[config.mk]
export PLATFORM = sky130hd
export DESIGN_NAME = alu_seq_ctrl
export DESIGN_NICKNAME = d
export VERILOG_FILES = /design/src/rtl/alu_seq_ctrl.sv
export SDC_FILE = /design/constraint.sdc
export NUM_CORES = 1
export LEC_CHECK = 0
export CAP_MARGIN = 20
export CORE_MARGIN = 3
export CORE_UTILIZATION = 30
export DETAILED_ROUTE_END_ITERATION = 12
export GPL_TIMING_DRIVEN = 0
export SLEW_MARGIN = 20
export SYNTH_ARGS = -nofsm -noshare
export SYNTH_HDL_FRONTEND = slang
export SYNTH_SLANG_ARGS = --single-unit
[constraint.sdc]
create_clock -name clk -period 1.75 [get_ports clk]
set_clock_uncertainty 0.05 [all_clocks]
set_input_delay 0.525 -clock clk [delete_from_list [all_inputs] [get_ports clk]]
set_output_delay 0.525 -clock clk [all_outputs]
set_load 0.01 [all_outputs]
[src/rtl/alu_seq_ctrl.sv]
`default_nettype none
`timescale 1ns/1ps
// ============================================================================
// alu_seq_ctrl : execute-stage sequencer that drives an external 8-bit ALU
// Revision     : 1.0
// ============================================================================
module alu_seq_ctrl (
  input  logic       clk,
  input  logic       rst,
  input  logic       cmd_valid,
  output logic       cmd_ready,
  input  logic       cmd_load,
  input  logic [2:0] cmd_op,
  input  logic [7:0] cmd_operand,
  output logic [7:0] alu_a,
  output logic [7:0] alu_b,
  output logic [2:0] alu_sel,
  input  logic [7:0] alu_out,
  input  logic       carry_out,
  output logic       res_valid,
  input  logic       res_ready,
  output logic [7:0] res_data,
  output logic       res_carry,
  output logic       res_zero,
  output logic       busy
);

  typedef enum logic [1:0] {
    S_IDLE    = 2'd0,
    S_ISSUE   = 2'd1,
    S_CAPTURE = 2'd2,
    S_RESP    = 2'd3
  } state_t;

  state_t     r_state;
  logic [7:0] r_acc;
  logic [7:0] r_opnd;
  logic [2:0] r_op;
  logic       r_c;
  logic       r_z;
  logic       r_load;
  logic       r_cmd_ready;
  logic       r_res_valid;
  logic       r_busy;
  logic       w_cmd_fire;

  assign w_cmd_fire = r_cmd_ready & cmd_valid;

  assign cmd_ready = r_cmd_ready;
  assign res_valid = r_res_valid;
  assign busy      = r_busy;
  assign res_data  = r_acc;
  assign res_carry = r_c;
  assign res_zero  = r_z;
  assign alu_a     = r_acc;
  assign alu_b     = r_opnd;
  assign alu_sel   = r_op;

  // cmd_ready is a register so it reads 0 throughout reset; it rises on the
  // first edge after release while sitting in IDLE.
  always_ff @(posedge clk or posedge rst) begin
    if (rst) begin
      r_state     <= S_IDLE;
      r_acc       <= 8'h00;
      r_opnd      <= 8'h00;
      r_op        <= 3'd0;
      r_c         <= 1'b0;
      r_z         <= 1'b0;
      r_load      <= 1'b0;
      r_cmd_ready <= 1'b0;
      r_res_valid <= 1'b0;
      r_busy      <= 1'b0;
    end else begin
      case (r_state)
        S_IDLE: begin
          r_cmd_ready <= 1'b1;
          if (w_cmd_fire) begin
            r_op        <= cmd_op;
            r_opnd      <= cmd_operand;
            r_load      <= cmd_load;
            r_cmd_ready <= 1'b0;
            r_busy      <= 1'b1;
            if (cmd_load) begin
              r_acc       <= cmd_operand;
              r_z         <= (cmd_operand == 8'h00);
              r_res_valid <= 1'b1;
              r_state     <= S_RESP;
            end else begin
              r_state     <= S_ISSUE;
            end
          end
        end
        S_ISSUE: begin
          // Loads never reach ISSUE; steering one straight to RESP keeps the
          // accumulator untouched should that ever happen.
          if (r_load) begin
            r_res_valid <= 1'b1;
            r_state     <= S_RESP;
          end else begin
            r_state     <= S_CAPTURE;
          end
        end
        S_CAPTURE: begin
          r_acc       <= alu_out;
          r_c         <= carry_out;
          r_z         <= (alu_out == 8'h00);
          r_res_valid <= 1'b1;
          r_state     <= S_RESP;
        end
        S_RESP: begin
          if (res_ready) begin
            r_res_valid <= 1'b0;
            r_busy      <= 1'b0;
            r_cmd_ready <= 1'b1;
            r_state     <= S_IDLE;
          end
        end
        default: r_state <= S_IDLE;
      endcase
    end
  end

endmodule
`default_nettype wire

# Yosys cells after proc, flatten, opt, wreduce, memory -nomap -nowiden
# Index checks and enable logic that the tools add are counted.
# word_totals
wordCells	50
register_bits	27
in_bits	25
output_inout_bits	32
# classes
reduce_logical	11
bitwise_logic	1
eq_ne	7
muxes	21
# op_table
op	count
8-bit logical NOT	2
8-bit 2-to-1 mux	2
8-bit one-hot mux with 2 select lines	1
1-bit 2-to-1 mux	10
2-bit inequality test (second input constant)	4
2-bit one-hot mux with 4 select lines	1
2-bit 2-to-1 mux	3
1-bit one-hot mux with 2 select lines	3
2-bit AND reduction	3
3-bit AND reduction	2
2-bit equality test (second input constant)	2
1-bit one-hot mux with 4 select lines	1
4-bit AND reduction	1
2-bit nonzero test	2
2-bit by 1-bit equality test with 1-bit output (second input constant)	1
2-bit logical NOT	1
1-bit AND	1

# Longest topological paths before layout
# Gate-level depths: netlist (run 1).
# depth
word_depth	4
depth_mapped	6
depth_no_buf	5

# Worst setup path before layout (run 1)
# Ideal clock, no wire load.
# synth_path
path_type	flip-flop to flip-flop
start	reg r_state[0]
end	reg r_acc[0] (netlist: alu_a[0])
t_arrival_ps	1493
slack_ps	82
stages_incl_launch_ff	6
setup_time_ps	125
period_less_slack_ps	1668
cell_sequence	dfrtp_1 > inv_1 > ha_1 > buf_4 > mux2_2 > mux2_4
# synth_between
elab_chain_cells	3
elab_cells_between_ends	7
# synth_lines
element	line_no	text
from (decl)	35	state_t r_state;
from (signal assigned)	63	r_state <= S_IDLE;
from (signal assigned)	87	r_state <= S_RESP;
from (signal assigned)	89	r_state <= S_ISSUE;
2-bit equality test or 2-bit logical NOT (tied branches)	74	case (r_state)
2-bit nonzero test (no source line) or 2-bit inequality test (tied branches)	n/a	
3-bit AND reduction (no source line)	n/a	
to (signal assigned)	84	r_acc <= cmd_operand;
to (signal assigned)	104	r_acc <= alu_out;
to (decl)	36	logic [7:0] r_acc;
# Several ways; a longest one is shown, not always the timed one.
# A chain may end at the register's enable or synchronous reset.

# Worst setup path in the final report (run 1)
# layout_path
start	reg r_state[0]
end	reg r_acc[5] (netlist: alu_a[5])
# Same word-level chain as after synthesis.

==> impl_metrics.ini, run 1 <==
[die]
die_w_um = 75.92
num_rows = 24
start_util_pct = 32.34
core-area_um2 = 4534
die_h_um = 75.92
die_area_um2 = 5763
io_pins = 57

[worst_setup_path]
worst-path-stages = 5
worstRegToRegCells = 5
critPathTopFamily = multiplexers
worst-path-max-fanout = 10
ff2ff_setup_slack_ns = 0.02
crit_chain = inv_2, ha_2, buf_6, mux2_2, mux2_4
max_stage_delay_ns = 0.41
cp-endpoint = alu_a[5]$_DFFE_PP0P_
cp-end-kind = flip-flop
crit_buf_inv = 2
timing.rr.end = alu_a[5]$_DFFE_PP0P_
critPathLaunch = r_state[0]$_DFFE_PP0P_
critPathSlowestCell = dfrtp_1
setup.worst_path.start_class = flip-flop
timing_worst_setup_path_type = flip-flop to flip-flop
worst_ep_required_time_ns = 1.86
r2r-start = r_state[0]$_DFFE_PP0P_
crit_arrival_ns = 1.84

[synth]
synthCells = 110
synth-seq-cells = 27
synth-edff-count = 0
ys.flop_type = dfrtp_1
synth.avg_cell_area_um2 = 13.33
yosys.area.top_type = dfrtp_1
netlist_area_um2 = 1466
synthDistinctLibCells = 27
ys_seq_area_share_pct = 46.08
async_flop_share_pct = 100.0
yosysWarnings = 0
synthesis.nets = 140
netlist_top_cells_area = dfrtp_1 (46%), mux2_2 (15%), mux2_4 (9.2%), buf_4 (4.6%), ha_1 (4.3%)
synth_top_area_share_pct = 46.08

[cells_and_area]
final_util_pct = 49.56
antenna_cells = 0
drive_gt1_share_pct = 37.02
fin_nets = 212
fin_cells = 246
syn2layout_area_growth_pct = 53.24
n_fill_cell = 427

[placed_design]
place_inst = 231
portBuffers = 56
dp_hpwl_um = 2728
pre_cts_ws_ns = -0.2656
gp_congestion = 0.7599

[timing]
rsz0062_at_grt = yes
slew_headroom_pct = 62.01
report.final.slew_viol_count = 0
fin_ws_ns = 0.02171
setup_violations = 0
finalCritPeriodShare_pct = 98.76
period_needed_ns = 1.728
hold_slack_ns = 0.4600
fmax_ghz = 0.5786
tightest_slew_ns = 0.5690
hold_viol = 0

[power_and_ir_drop]
swShare_pct = 35.43
power.total_mw = 4.003
p_int_mw = 2.585
peakVddDrop_v = 0.0007017
p_comb_share_pct = 61.7
seqPwrFrac_pct = 29.4
p_switching_mw = 1.418
p_per_area_nw_per_um2 = 1781
pwr-share-clk_pct = 8.9
p_leak_nw = 1.042

[global_route]
grt_pass1_vias = 1265
grt_pass1_wl_um = 6106
antenna_found_initial = 0
track_usage_pct = 12.90
overflow = 0
grt_max_degree = 28

[route]
drt_iter0_markers = 32
viasPerCell = 4.606
drc = 0
vias = 1133
ant_nets = 0
wl_um = 3597
drt_first_pass_iters = 4
wire_per_inst_um = 14.62

[cts]
cts_hold_buf = 0
numCtsBuffers = 3
clk_pin_slew_ns = 0.09
cts.sinks = 27
clockBufferDepth = 2
cts_max_level = 1
clock_latency_ns = 0.27
cts_tree = yes
clockRootBuffer = clkbuf_8

[status]
status = finished, final reports clean

[min_path]
hold_start = alu_b[5]$_DFFE_PP0P_
hold_class = flip-flop to flip-flop

[run]
cap_viol_max_count = 0
worst min-delay path by stage:
stage | endpoint | depth (start not counted) | slack (ns)
floorplan | r_load$_DFFE_PP0P_ | 1 | 0.45
global placement | res_valid$_DFFE_PP0P_ | 2 | 0.43
detailed placement | alu_b[5]$_DFFE_PP0P_ | 1 | 0.45
CTS | alu_sel[0]$_DFFE_PP0P_ | 1 | 0.47
global route | alu_b[5]$_DFFE_PP0P_ | 1 | 0.48
finish | alu_b[5]$_DFFE_PP0P_ | 1 | 0.46
logic make-up after synthesis:
| group | count (synthesis) | share of synthesized area, % |
|---|---|---|
| compound gates | 12 | 6.742 |
| fa+ha+maj | 5 | 4.266 |
| buf+inv | 15 | 7.166 |
| flops | 27 | 46.08 |
| mux | 33 | 28.16 |
| simple gates | 18 | 7.593 |
cells in the final DEF, fill, tap and decap left out, types with 4 or more instances in the layout:
| cell | n |
|---|---|
| buf_4 | 18 |
| clkdlybuf4s50_1 | 23 |
| dfrtp_1 | 26 |
| dlygate4sd2_1 | 29 |
| dlymetal6s2s_1 | 4 |
| mux2_2 | 20 |
| mux2_4 | 9 |
| nor2_1 | 4 |
layout make-up:
cell class / count / area, um^2 / share of cell area [%]
clock inverter: 1 / 5.005 / 0.2227
tap: 65 / 81.33 / 3.619
sequential: 27 / 676.9 / 30.12
clock buffer: 3 / 41.29 / 1.837
buffer: 11 / 93.84 / 4.176
inverter: 4 / 15.01 / 0.6682
multi-input combinational: 69 / 724.4 / 32.24
timing repair buffer: 66 / 609.3 / 27.12
registers in the layout, indices dropped and copies added, names as in the netlist:
| register | flops |
|---|---|
| res_zero | 1 |
| res_valid | 1 |
| alu_b | 8 |
| alu_a | 8 |
| alu_sel | 3 |
| r_load | 1 |
| res_carry | 1 |
| cmd_ready | 1 |
| busy | 1 |
| r_state | 2 |
metrics by stage:
stage	instance area, um^2	TNS, ns
after floorplan	1466	0
after global placement	2108	-6.325
after detailed placement	2108	-7.872
after CTS	2173	0
after global routing	2247	-0.1633
final	2247	0
power groups by stage:
stage / clock [mW] / sequential [mW] / combinational [mW]
final: 0.357 / 1.18 / 2.47
after global placement: 0 / 1.19 / 2.40
after global routing: 0.405 / 1.24 / 2.67
after CTS: 0.371 / 1.18 / 2.38
after detailed placement: 0 / 1.20 / 2.47
after floorplan: 0 / 1.30 / 1.31
Yosys cell counts, drive strengths merged (2+ instances only):
| cell type | number |
|---|---|
| inv | 4 |
| mux2i | 4 |
| nand2 | 2 |
| a21boi | 2 |
| o41ai | 2 |
| nor4 | 2 |
| ha | 5 |
| dfrtp | 27 |
| nand3 | 4 |
| nor2 | 5 |
| buf | 11 |
| nor2b | 3 |
| o21ai | 3 |
| mux2 | 29 |
metal layers:
layer / global-route usage (%) / wire, um
met1: 16.07 / 1491
met2: 21.99 / 1802
met3: 3.555 / 244
met4: 3.442 / 59
met5: 0 / 0
repair_timing:
item	in CTS	in global routing
gates cloned	1	0
gates resized for setup	34	8
setup buffers	5	5
pin swaps	1	3
endpoints found under the setup margin	37	13
hold endpoints to repair	0	0
Note: power is estimated with default switching activity, not from simulation.
==> run 2, diff against run 1 <==
--- a/config.mk
+++ b/config.mk
@@ -10,7 +10,9 @@
 export CORE_UTILIZATION = 30
 export DETAILED_ROUTE_END_ITERATION = 12
 export GPL_TIMING_DRIVEN = 0
+export RECOVER_POWER = 100
 export SLEW_MARGIN = 20
 export SYNTH_ARGS = -nofsm -noshare
 export SYNTH_HDL_FRONTEND = slang
 export SYNTH_SLANG_ARGS = --single-unit
+export TNS_END_PERCENT = 100
==> run 2 against run 1 <==
  * Worst hold slack stayed put
  * First-iteration DRC count unchanged
  * Wire length stayed put
  * Die area unchanged
  * Clock-buffer cell count stayed put
  * Critical endpoint unchanged
  * Largest cell class unchanged
  * Highest routed layer unchanged
==> impl_metrics.ini, run 2 (same netlist as run 1, synthesis figures left out) <==
[placed_design]
dp_hpwl_um = 2728
pre_cts_ws_ns = -0.2656
place_inst = 231
portBuffers = 56
gp_congestion = 0.7599

[timing]
setup_tns_ns = 0
rsz0062_at_grt = yes
hold_slack_ns = 0.4600
slew_headroom_pct = 62.01
tightest_slew_ns = 0.5690
finalCritPeriodShare_pct = 98.76
report.final.slew_viol_count = 0
fin_ws_ns = 0.02171
setup_violations = 0
period_needed_ns = 1.728
fmax_ghz = 0.5786
hold_viol = 0

[power_and_ir_drop]
peakVddDrop_v = 0.0007017
p_per_area_nw_per_um2 = 1781
pwr-share-clk_pct = 8.9
seqPwrFrac_pct = 29.4
p_comb_share_pct = 61.7
swShare_pct = 35.43
power.total_mw = 4.002
p_int_mw = 2.584
p_leak_nw = 1.042
p_switching_mw = 1.418

[worst_setup_path]
crit_arrival_ns = 1.84
critPathSlowestCell = dfrtp_1
worst-path-max-fanout = 10
worst_ep_required_time_ns = 1.86
crit_chain = inv_2, ha_2, buf_6, mux2_2, mux2_4
critPathTopFamily = multiplexers
setup.worst_path.start_class = flip-flop
timing_worst_setup_path_type = flip-flop to flip-flop
crit_buf_inv = 2
cp-end-kind = flip-flop
max_stage_delay_ns = 0.41

[cells_and_area]
fin_nets = 212
fin_cells = 246
drive_gt1_share_pct = 37.02
regArea_um2 = 676.9
antenna_cells = 0
mostFrequentLayoutCells = dlygate4sd2_1 (29), dfrtp_1 (26), clkdlybuf4s50_1 (22)
final_common_cell = dlygate4sd2_1
syn2layout_area_growth_pct = 53.24
n_fill_cell = 427
multi_input_area_um2 = 724.4

[global_route]
grt_max_degree = 28
overflow = 0
antenna_found_initial = 0
track_usage_pct = 12.90
grt_pass1_wl_um = 6106
grt_pass1_vias = 1265

[route]
wl_um = 3597
drt_first_pass_iters = 4
wire_per_inst_um = 14.62
drc = 0
viasPerCell = 4.606
vias = 1133
ant_nets = 0
drt_iter0_markers = 32

[min_path]
hold_class = flip-flop to flip-flop

[cts]
clk_pin_slew_ns = 0.09
clockRootBuffer = clkbuf_8
numCtsBuffers = 3
clockBufferDepth = 2
cts_max_level = 1
cts.sinks = 27
cts_hold_buf = 0
clock_latency_ns = 0.27
cts_tree = yes

[die]
start_util_pct = 32.34
core-area_um2 = 4534
num_rows = 24
die_h_um = 75.92
io_pins = 57
die_w_um = 75.92
die_area_um2 = 5763

[run]
cap_viol_max_count = 0

[status]
status = finished, final reports clean
run 2: what timing repair did:
action,CTS,global route
endpoints found under the setup margin,37,13
hold endpoints to repair,0,0
gates cloned,1,0
pin swaps,1,3
resized for setup,34,8
setup buffers,5,5
run 2: final timing paths:
| check | from | to | slack [ns] | cells past startpoint |
|---|---|---|---|---|
| worst max-delay path | r_state[0]$_DFFE_PP0P_ | alu_a[5]$_DFFE_PP0P_ | 0.02 | 5 |
| worst min-delay path | alu_b[5]$_DFFE_PP0P_ | alu_b[5]$_DFFE_PP0P_ | 0.46 | 1 |
| worst max register to register | r_state[0]$_DFFE_PP0P_ | alu_a[5]$_DFFE_PP0P_ | 0.02 | 5 |
| worst min register to register | alu_b[5]$_DFFE_PP0P_ | alu_b[5]$_DFFE_PP0P_ | 0.46 | 1 |
| max in group asynchronous | rst | cmd_ready$_DFFE_PP0P_ | 0.55 | 2 |
| min in group asynchronous | rst | busy$_DFFE_PP0P_ | 0.70 | 2 |
run 2: layout make-up:
| class | count | area share [%] |
|---|---|---|
| Clock buffer | 3 | 1.837 |
| Inverter | 4 | 0.6682 |
| Clock inverter | 1 | 0.2227 |
| Timing Repair Buffer | 66 | 27.12 |
| Tap cell | 65 | 3.619 |
| Multi-Input combinational cell | 69 | 32.24 |
| Buffer | 11 | 4.176 |
| Sequential cell | 27 | 30.12 |
run 2: routing by layer:
| layer | part of all wire, % | up-vias | wire, um | global-route usage [%] |
|---|---|---|---|---|
| li1 | - | 528 | - | - |
| met1 | 41 | 551 | 1491 | 16.07 |
| met2 | 50 | 47 | 1802 | 21.99 |
| met3 | 6.8 | 7 | 244 | 3.555 |
| met4 | 1.6 | 0 | 59 | 3.442 |
| met5 | 0 | - | 0 | 0 |
run 2: worst register-to-register path: cells and delay by family, from the launching register on:
kind / cells / cell delay (ns)
buffers and inverters: 2 / 0.30
muxes: 2 / 0.60
DFF: 1 / 0.41
adders and majority gates: 1 / 0.26
run 2: power by group through the flow:
stage | sequential (mW) | combinational, mW | clock [mW]
3_5_place_dp | 1.20 | 2.47 | 0
6_report | 1.18 | 2.47 | 0.357
5_1_grt | 1.24 | 2.67 | 0.405
4_1_cts | 1.18 | 2.38 | 0.371
2_1_floorplan | 1.30 | 1.31 | 0
3_3_place_gp | 1.19 | 2.40 | 0
run 2: metrics by stage:
step / area [um^2] / utilization [%]
2_1_floorplan: 1466 / -
3_3_place_gp: 2108 / 46.50
3_5_place_dp: 2108 / 46.50
4_1_cts: 2173 / 47.93
5_1_grt: 2247 / 49.56
6_report: 2247 / 49.56
